### config.mk
export PLATFORM = sky130hd
export DESIGN_NAME = uart_tx
export DESIGN_NICKNAME = d
export VERILOG_FILES = /design/src/rtl/uart_tx.sv
export SDC_FILE = /design/constraint.sdc
export NUM_CORES = 1
export LEC_CHECK = 0
export BUFFER_PORTS_ARGS = -buffer_cell sky130_fd_sc_hd__clkbuf_2
export CORE_UTILIZATION = 51
export DETAILED_ROUTE_END_ITERATION = 12
export HOLD_SLACK_MARGIN = 0.06
export PLACE_DENSITY = 0.74
export SYNTH_ARGS = -nofsm -noshare
export SYNTH_HDL_FRONTEND = slang
export SYNTH_SLANG_ARGS = --single-unit
### constraint.sdc
create_clock -name clk -period 1.4 [get_ports clk]
set_input_delay 0.35 -clock clk [delete_from_list [all_inputs] [get_ports clk]]
set_output_delay 0.35 -clock clk [all_outputs]
set_load 0.005 [all_outputs]
### src/rtl/uart_tx.sv
`timescale 1ns/1ps
`default_nettype none
// ============================================================================
//  Module   : uart_tx
//  Purpose  : Asynchronous serial transmitter. Sends a start bit, LSB-first
//             data, optional parity and 1 or 2 stop bits; the line idles high.
//  Revision : 1.0  initial release
// ============================================================================
module uart_tx #(
   parameter int CLKS_PER_BIT = 16,
   parameter int DATA_BITS    = 8,
   parameter int PARITY_EN    = 0,
   parameter int PARITY_ODD   = 0,
   parameter int STOP_BITS    = 1
) (
   input  logic                 clk,
   input  logic                 rst,
   input  logic                 tx_start,
   input  logic [DATA_BITS-1:0] tx_data,
   output logic                 tx_out,
   output logic                 tx_busy,
   output logic                 tx_done
);

   localparam int BAUD_W = $clog2(CLKS_PER_BIT);
   localparam int CNT_W  = $clog2(DATA_BITS);

   localparam logic [BAUD_W-1:0] c_baud_last = BAUD_W'(CLKS_PER_BIT - 1);
   localparam logic [CNT_W-1:0]  c_data_last = CNT_W'(DATA_BITS - 1);
   localparam logic [CNT_W-1:0]  c_stop_last = CNT_W'(STOP_BITS - 1);
   localparam logic              c_odd       = (PARITY_ODD != 0);

   localparam logic [2:0] S_IDLE   = 3'd0;
   localparam logic [2:0] S_START  = 3'd1;
   localparam logic [2:0] S_DATA   = 3'd2;
   localparam logic [2:0] S_PARITY = 3'd3;
   localparam logic [2:0] S_STOP   = 3'd4;

   logic [2:0]           r_state;
   logic [BAUD_W-1:0]    r_baud;
   logic [CNT_W-1:0]     r_bit_cnt;
   logic [DATA_BITS-1:0] r_shift;
   logic                 r_parity;
   logic                 r_tx_out;
   logic                 r_tx_busy;
   logic                 r_tx_done;
   logic                 w_bit_end;

   assign w_bit_end = (r_baud == c_baud_last);

   assign tx_out  = r_tx_out;
   assign tx_busy = r_tx_busy;
   assign tx_done = r_tx_done;

   always_ff @(posedge clk or posedge rst) begin
      if (rst) begin
         r_state   <= S_IDLE;
         r_baud    <= '0;
         r_bit_cnt <= '0;
         r_shift   <= '0;
         r_parity  <= 1'b0;
         r_tx_out  <= 1'b1;
         r_tx_busy <= 1'b0;
         r_tx_done <= 1'b0;
      end else begin
         r_tx_done <= 1'b0;

         // Baud counter free-runs only while a frame is on the line.
         if (r_state == S_IDLE || w_bit_end) begin
            r_baud <= '0;
         end else begin
            r_baud <= r_baud + 1'b1;
         end

         case (r_state)
            S_IDLE: begin
               r_tx_out  <= 1'b1;
               r_tx_busy <= 1'b0;
               r_bit_cnt <= '0;
               if (tx_start) begin
                  r_shift   <= tx_data;
                  r_parity  <= (^tx_data) ^ c_odd;
                  r_state   <= S_START;
                  r_tx_out  <= 1'b0;
                  r_tx_busy <= 1'b1;
               end
            end
            S_START: begin
               if (w_bit_end) begin
                  r_state   <= S_DATA;
                  r_tx_out  <= r_shift[0];
                  r_bit_cnt <= '0;
               end
            end
            S_DATA: begin
               if (w_bit_end) begin
                  r_shift <= r_shift >> 1;
                  if (r_bit_cnt == c_data_last) begin
                     r_bit_cnt <= '0;
                     if (PARITY_EN != 0) begin
                        r_state  <= S_PARITY;
                        r_tx_out <= r_parity;
                     end else begin
                        r_state  <= S_STOP;
                        r_tx_out <= 1'b1;
                     end
                  end else begin
                     // shift[1] is the next bit, since the shift lands this same edge
                     r_bit_cnt <= r_bit_cnt + 1'b1;
                     r_tx_out  <= r_shift[1];
                  end
               end
            end
            S_PARITY: begin
               if (w_bit_end) begin
                  r_state   <= S_STOP;
                  r_tx_out  <= 1'b1;
                  r_bit_cnt <= '0;
               end
            end
            S_STOP: begin
               if (w_bit_end) begin
                  if (r_bit_cnt == c_stop_last) begin
                     r_state   <= S_IDLE;
                     r_tx_busy <= 1'b0;
                     r_tx_done <= 1'b1;
                     r_bit_cnt <= '0;
                  end else begin
                     r_bit_cnt <= r_bit_cnt + 1'b1;
                  end
               end
            end
            default: begin
               r_state   <= S_IDLE;
               r_tx_out  <= 1'b1;
               r_tx_busy <= 1'b0;
            end
         endcase
      end
   end

endmodule
`default_nettype wire

==> results of run 1 <==
==> per-stage QoR <==
stage / utilization / area, um^2 / hold slack [ps]
global placement: 0.629 / 1380 / 308
finish: 0.694 / 1520 / 267
detailed placement: 0.629 / 1380 / 332
CTS: 0.676 / 1480 / 250
floorplan: - / 1180 / 326
global route: 0.694 / 1520 / 267
==> power by group through the flow <==
stage                     Combinational [W]  Sequential (W)  Clock [W]
final                               0.00110         0.00101   0.000302
after global routing                0.00122         0.00104   0.000340
after CTS                           0.00106         0.00101   0.000321
after detailed placement           0.000994         0.00101          0
after global placement             0.000953         0.00100          0
after floorplan                    0.000649        0.000983          0
==> worst max-delay path, delay by kind of cell, from the launching register on <==
| family | cells | cell delay [ps] |
|---|---|---|
| DFF | 1 | 420 |
| and+or+nand+nor | 1 | 240 |
| buffers and inverters | 1 | 140 |
| AOI/OAI and AO/OA | 1 | 270 |
| adders and majority gates | 1 | 340 |
==> cells in the mapped netlist, types with 2 or more instances <==
| cell type | count |
|---|---|
| nor3_1 | 2 |
| nor3b_1 | 2 |
| and3_1 | 2 |
| nand2_1 | 2 |
| nand2b_1 | 3 |
| o31ai_1 | 2 |
| or3_1 | 2 |
| a211o_1 | 2 |
| o221a_1 | 7 |
| nor2_1 | 5 |
| a31oi_1 | 2 |
| o22ai_1 | 2 |
| or2_1 | 8 |
| buf_2 | 4 |
| clkbuf_1 | 3 |
| a21oi_1 | 3 |
| o2111ai_1 | 3 |
| inv_1 | 12 |
| ha_1 | 4 |
| dfrtp_1 | 20 |
==> state kept, by name (all words and copies together), names as in the netlist <==
signal,count
r_state,3
tx_out,1
tx_busy,1
r_bit_cnt,3
r_baud,4
r_shift,8
tx_done,1
==> cell families (layout without fill, tap and decap cells) <==
logic type               after synthesis  count (layout)  synth area share
AO/OA/AOI/OAI                         29              29             0.209
XOR/XNOR                               1               1           0.00746
adder cells (fa/ha/maj)                5               5            0.0522
buffers and inverters                 19              50            0.0650
flip-flops                            21              21             0.449
multiplexers                           1               1           0.00853
AND/OR/NAND/NOR                       37              37             0.209
==> cell type report <==
cell class / count / area share
clock buffers: 3 / 0.0148
clock inverters: 1 / 0.00494
inverters: 12 / 0.0296
multi-input cells: 73 / 0.433
flip-flops and latches: 21 / 0.347
well taps: 28 / 0.0230
repair buffers: 34 / 0.148
==> per-layer routing <==
layer,global-route usage,part of all wire,up-vias
met3,0.0463,0.029,4
met1,0.304,0.44,479
met4,0.129,0.018,0
met5,0,0,-
met2,0.426,0.51,17
li1,-,-,483
==> timing repair <==
| item | 4_1_cts | 5_1_grt |
|---|---|---|
| endpoints found under the setup margin | 13 | 18 |
| pin swaps | 3 | 4 |
| cloned | 0 | 0 |
| hold buffers | 1 | 0 |
| endpoints found under the hold margin | 7 | 0 |
| gates resized for setup | 11 | 10 |
| buffers inserted | 2 | 0 |
==> worst paths after layout <==
path,start,endpoint
setup / recovery,r_state[0],r_bit_cnt[2]
hold / removal,tx_data[7],r_shift[7]
setup reg to reg,r_state[0],r_bit_cnt[2]
hold reg to reg,r_shift[7],r_shift[7]
max in group asynchronous,rst,r_shift[1]
min in group asynchronous,rst,r_baud[3]
==> flow_summary.ini, run 1 <==
[finish]
mostFrequentLayoutCells = 20 x buf_4, 20 x dfrtp_1, 13 x clkbuf_2
n_antenna_cell = 0
multi_input_area_um2 = 658
drive_gt1_frac = 0.417
ff_latch_area_um2 = 527
nets = 160
syn_to_final_growth_pct = 29.5
fill_cells = 160
layout.cells.non_filler = 172

[global_route]
grt_pass1_vias = 1010
grt_overflow = 0
antenna_found_initial = 0
grt_pass1_wl_um = 4510
grt_util_all_layers = 0.252
grt_start_max_net_pins = 14

[placement]
gp_congestion = 0.788
place_inst = 165
dp_hpwl_um = 1930
io_buffers = 13
dp_slack_ps = -211

[pwr]
p_leak_nw = 0.649
p_per_area_mw_per_mm2 = 1590
switching_share = 0.369
p_comb_frac = 0.458
power_frac_clock = 0.125
pwr-share-seq = 0.417
peakVddDrop_v = 0.000931
power.internal_w = 0.00152
finalPower_w = 0.00241
p_sw_w = 0.000890

[route]
dr.pass1.iters = 4
drc = 0
vias = 983
viasPerCell = 5.72
drt.antenna.violating_nets = 0
first_iter_violations = 9
wl_per_cell_um = 15.4
wl_um = 2660

[clock_tree]
cts_tree = built
cts_buffers = 3
clock-sinks = 21
cts_max_path_buffers = 2
cts.clk_slew.worst_paths_ps = 120
cts_max_level = 1
cts-root-buf = clkbuf_4
clk_latency_ps = 310

[logic_synthesis]
yosys_warnings = 0
ys_ff_latch = 21
synth_edf_count = 0
synthesis.nets = 128
synth_top_area_frac = 0.426
synth_ff_type = dfrtp_1
yosys.area.top_type = dfrtp_1
async_flop_share = 1.00
synth_area_mm2 = 0.00117
syn_area_per_cell_um2 = 10.4
seq_area_frac_synth = 0.449
yosys-top-cells-area = dfrtp_1 43%, o221a_1 6.7%, ha_1 4.3%
synthDistinctLibCells = 43
synthCells = 113

[critical_path]
crit_arrival_ps = 1720
end_kind = flip-flop
max_stage_delay_ps = 420
path_class = flip-flop to flip-flop
r2r_cells = 4
slowest_stage = dfrtp_1
rrSetupSlack_ps = -120
cp_max_fo = 3
cp_cell_sequence = buf_4 -> or2_4 -> maj3_2 -> a211o_1
cp.required_ps = 1600
cp-start-kind = flip-flop

[timing]
report.final.slew_viol_count = 0
rsz0062_at_grt = true
finClkSkew_ps = 8.52
period_minus_slack_ps = 1520
finalSetupTns_ps = -839
setup_viol = 13
fin_crit_sh = 1.09
maxSlewHeadroom = 0.758
finalHoldViolCount = 0
fmax_mhz = 658
layout_setup_ws_ps = -119
tightest_slew_ps = 363

[floorplan]
core_area_mm2 = 0.00219
ios = 14
floorplan.die_area_mm2 = 0.00250
start_util = 0.536
rows = 17
die_w_um = 50.0
die_h_um = 50.0

[worst_hold_path]
hold_path_class = input pin to flip-flop
holdPathStages = 3

[status]
status = complete, but fails checks
violations = negative setup slack

[flow_run]
cap_violations = 0
No activity file was read; power rests on OpenSTA's default activity.
==> inputs of run 2 (changes only) <==
--- a/config.mk
+++ b/config.mk
@@ -8,8 +8,10 @@
 export BUFFER_PORTS_ARGS = -buffer_cell sky130_fd_sc_hd__clkbuf_2
 export CORE_UTILIZATION = 51
 export DETAILED_ROUTE_END_ITERATION = 12
+export GPL_TIMING_DRIVEN = 0
 export HOLD_SLACK_MARGIN = 0.06
 export PLACE_DENSITY = 0.74
+export SKIP_CTS_REPAIR_TIMING = 1
 export SYNTH_ARGS = -nofsm -noshare
 export SYNTH_HDL_FRONTEND = slang
 export SYNTH_SLANG_ARGS = --single-unit
==> constraint.sdc (replaced) <==
create_clock -name clk -period 1.38 [get_ports clk]
set_input_delay 0.345 -clock clk [delete_from_list [all_inputs] [get_ports clk]]
set_output_delay 0.345 -clock clk [all_outputs]
set_load 0.005 [all_outputs]
==> flow_summary.ini, run 2 (synthesized netlist as in run 1, its figures left out) <==
[global_route]
antenna_found_initial = 0
grt_start_max_net_pins = 22
grt_overflow = 0
grt_util_all_layers = 0.226
grt_pass1_vias = 971
grt_pass1_wl_um = 4240

[placement]
dp_slack_ps = -256
placed_area_mm2 = 0.00128
io_buffers = 13
gp_congestion = 0.815
dp_hpwl_um = 1770

[route]
dr.pass1.iters = 4
wl_per_cell_um = 15.6
vias = 981
viasPerCell = 5.95
drc = 0
drt.antenna.violating_nets = 0
first_iter_violations = 19
wl_um = 2570

[status]
violations = negative setup slack
status = complete, but fails checks

[floorplan]
die_w_um = 50.0
rows = 17
die_h_um = 50.0
start_util = 0.536
floorplan.die_area_mm2 = 0.00250
core_area_mm2 = 0.00219
ios = 14

[clock_tree]
cts_max_level = 1
cts_max_path_buffers = 2
cts-root-buf = clkbuf_4
cts_buffers = 3
cts.clk_slew.worst_paths_ps = 120
clock-sinks = 21
cts_tree = built
clk_latency_ps = 310

[critical_path]
path_class = flip-flop to flip-flop
end_kind = flip-flop
cp_max_fo = 6
cp.required_ps = 1590
cp-start-kind = flip-flop
crit_arrival_ps = 1830

[timing]
rsz0062_at_grt = true
finalHoldViolCount = 0
tightest_slew_ps = 772
finClkSkew_ps = 6.96
maxSlewHeadroom = 0.485
fin_crit_sh = 1.18
finalSetupTns_ps = -2150
layout_setup_ws_ps = -243
report.final.slew_viol_count = 0
fin_hold_ws_ps = 135
fmax_mhz = 616
setup_viol = 14
period_minus_slack_ps = 1620

[pwr]
p_leak_nw = 0.604
peakVddDrop_v = 0.000947
p_per_area_mw_per_mm2 = 1650
finalPower_w = 0.00235

[worst_hold_path]
hold_path_class = input pin to asynchronous set/reset pin

[finish]
syn_to_final_growth_pct = 21.7
n_antenna_cell = 0
largestRegisters = r_shift (8), r_baud (4)
drive_gt1_frac = 0.321
final_area_mm2 = 0.00143
mostFrequentLayoutCells = 18 x dfrtp_1, 14 x clkbuf_2, 12 x inv_1
nets = 153
largest_reg_flops = 8
registers.top_by_ff_count = r_shift
layout_commonest_cell = dfrtp_1

[flow_run]
cap_violations = 0
run 2: cell types whose count changed in the layout (fill, tap and decap cells not counted), sizes merged:
cell	previous run	this run
dlygate4sd3	1	0
clkbuf	16	19
clkinvlp	1	0
buf	20	12
run 2: path summary, 6_finish.rpt:
check | from | endpoint | slack, ps | cells past startpoint
setup / recovery | r_state[2] | r_shift[0] | -240 | 4
hold / removal | rst | r_state[0] | 130 | 2
setup reg to reg | r_state[2] | r_shift[0] | -240 | 4
hold reg to reg | r_baud[0] | r_baud[0] | 520 | 1
max in group asynchronous | rst | r_state[1] | 720 | 2
min in group clk | tx_data[7] | r_shift[7] | 260 | 3
run 2: cell type report:
type	instances	area (um^2)
flip-flops and latches	21	529
multi-input cells	73	626
inverters	12	45.0
repair buffers	20	119
clock buffers	4	26.3
fillers	173	762
well taps	28	35.0
plain buffers	7	48.8
run 2: report_power, final:
group          total (W)  internal [W]  leakage, nW  switching, W
sequential       0.00105      0.000855        0.250      0.000195
clock           0.000302      0.000113       0.0150      0.000189
combinational    0.00100      0.000501        0.338      0.000500
total            0.00235       0.00147        0.604      0.000884
run 2: stage by stage:
stage / utilization / cells
after floorplan: - / 113
after global placement: 0.584 / 154
after detailed placement: 0.584 / 154
after CTS: 0.596 / 158
after global routing: 0.652 / 165
final: 0.652 / 165
run 2: routing by layer:
metal	routed length, um	vias up	track usage
met2	1310	20	0.403
met1	1130	485	0.265
met3	82	8	0.0617
li1	-	468	-
met4	48	0	0.0524
met5	0	-	0
run 2: critical path: stages (launching register included):
cell and delay, ps:
dfrtp_2 460, or3b_4 430, or2_0 220, buf_4 160
o221a_1 250
==> inputs of run 3 (changes only) <==
--- a/config.mk
+++ b/config.mk
@@ -6,11 +6,10 @@
 export NUM_CORES = 1
 export LEC_CHECK = 0
 export BUFFER_PORTS_ARGS = -buffer_cell sky130_fd_sc_hd__clkbuf_2
-export CORE_UTILIZATION = 51
+export CORE_UTILIZATION = 30
 export DETAILED_ROUTE_END_ITERATION = 12
 export GPL_TIMING_DRIVEN = 0
 export HOLD_SLACK_MARGIN = 0.06
-export PLACE_DENSITY = 0.74
 export SKIP_CTS_REPAIR_TIMING = 1
 export SYNTH_ARGS = -nofsm -noshare
 export SYNTH_HDL_FRONTEND = slang
==> flow_summary.ini, run 3 (synthesized netlist as in run 1, its figures left out) <==
[status]
status = complete, but fails checks
violations = negative setup slack

[clock_tree]
cts_buffers = 3
cts-root-buf = clkbuf_8
cts.clk_slew.worst_paths_ps = 80
cts_tree = built
clk_latency_ps = 260
cts_max_path_buffers = 2
clock-sinks = 21
cts_max_level = 1

[finish]
nets = 155
syn_to_final_growth_pct = 25.7
mostFrequentLayoutCells = 17 x dfrtp_1, 14 x clkbuf_2, 12 x inv_1
final_area_mm2 = 0.00148
registers.top_by_ff_count = r_shift
drive_gt1_frac = 0.331
largest_reg_flops = 8
layout_commonest_cell = dfrtp_1
n_antenna_cell = 0
layout.cells.non_filler = 187
largestRegisters = r_shift (8), r_baud (4)
fin_util = 0.397

[placement]
gp_congestion = 0.893
dp_slack_ps = -271
dp_hpwl_um = 1810
io_buffers = 13
place_inst = 174
placed_area_mm2 = 0.00131

[route]
first_iter_violations = 22
drt.antenna.violating_nets = 0
wl_per_cell_um = 14.2
wl_um = 2650
dr.pass1.iters = 4
viasPerCell = 5.18
drc = 0
vias = 968

[global_route]
grt_util_all_layers = 0.135
antenna_found_initial = 0
grt_overflow = 0
grt_start_max_net_pins = 22
grt_pass1_wl_um = 4420
grt_pass1_vias = 930

[timing]
maxSlewHeadroom = 0.470
period_minus_slack_ps = 1600
finalHoldViolCount = 0
finalSetupTns_ps = -2110
report.final.slew_viol_count = 0
rsz0062_at_grt = true
layout_setup_ws_ps = -225
finClkSkew_ps = 5.67
tightest_slew_ps = 795
fin_crit_sh = 1.16
fmax_mhz = 623
setup_viol = 12

[pwr]
p_leak_nw = 0.614
p_comb_frac = 0.402
pwr-share-seq = 0.432
power.internal_w = 0.00156
switching_share = 0.361
power_frac_clock = 0.167
p_per_area_mw_per_mm2 = 1650
peakVddDrop_v = 0.000735
p_sw_w = 0.000880

[floorplan]
rows = 22
floorplan.die_area_mm2 = 0.00417
start_util = 0.316
core_area_mm2 = 0.00372
ios = 14
die_w_um = 64.5
die_h_um = 64.5

[flow_run]
cap_violations = 0

[critical_path]
r2r_cells = 4
cp.required_ps = 1530
cp-start-kind = flip-flop
path_class = flip-flop to flip-flop
cp_max_fo = 6
crit_arrival_ps = 1750
end_kind = flip-flop

[worst_hold_path]
hold_path_class = input pin to asynchronous set/reset pin
run 3: cell count changes in the layout (fill, tap and decap cells not counted), moves of 2 or more:
| cell | before | now |
|---|---|---|
| buf_4 | 6 | 8 |
| clkbuf_4 | 3 | 0 |
| clkbuf_8 | 0 | 3 |
| ha_1 | 3 | 1 |
| ha_2 | 1 | 3 |
run 3: final cells by class:
| class | count | area (um^2) |
|---|---|---|
| Tap cell | 48 | 60.1 |
| Fill cell | 374 | 2240 |
| Timing Repair Buffer | 22 | 140 |
| Sequential cell | 21 | 531 |
| Clock buffer | 4 | 45.0 |
| Multi-Input combinational cell | 73 | 606 |
| Buffer | 7 | 48.8 |
| Inverter | 12 | 45.0 |
run 3: routing by layer:
layer / global-route usage / vias up / share of wire
met5: 0 / - / 0
li1: - / 471 / -
met1: 0.184 / 482 / 0.50
met2: 0.208 / 11 / 0.48
met4: 0.0583 / 0 / 0.013
met3: 0.0229 / 4 / 0.015
run 3: critical path: stages, from the launching register on:
cell and delay (ps):
dfrtp_2 440, or3b_4 400, or2_0 230, buf_4 160
o221a_1 250
run 3: worst paths after layout:
path,slack (ps),endpoint,from
min,210,r_baud[2],rst
max,-220,r_shift[1],r_state[2]
min reg2reg,520,r_shift[7],r_shift[7]
max in group asynchronous,630,r_state[0],rst
max reg2reg,-220,r_shift[1],r_state[2]
min in group clk,320,r_shift[7],tx_data[7]
run 3: per-stage QoR:
stage	hold slack [ps]	total power [W]
finish	206	0.00244
global route	292	0.00262
CTS	235	0.00230
detailed placement	502	0.00189
global placement	489	0.00185
floorplan	321	0.00166
run 3: power by group through the flow:
| stage | Sequential (W) | Clock (W) | Combinational [W] |
|---|---|---|---|
| final | 0.00105 | 0.000407 | 0.000980 |
| after detailed placement | 0.00106 | 0 | 0.000833 |
| after CTS | 0.00105 | 0.000414 | 0.000837 |
| after global routing | 0.00109 | 0.000440 | 0.00109 |
| after floorplan | 0.000997 | 0 | 0.000659 |
| after global placement | 0.00104 | 0 | 0.000801 |
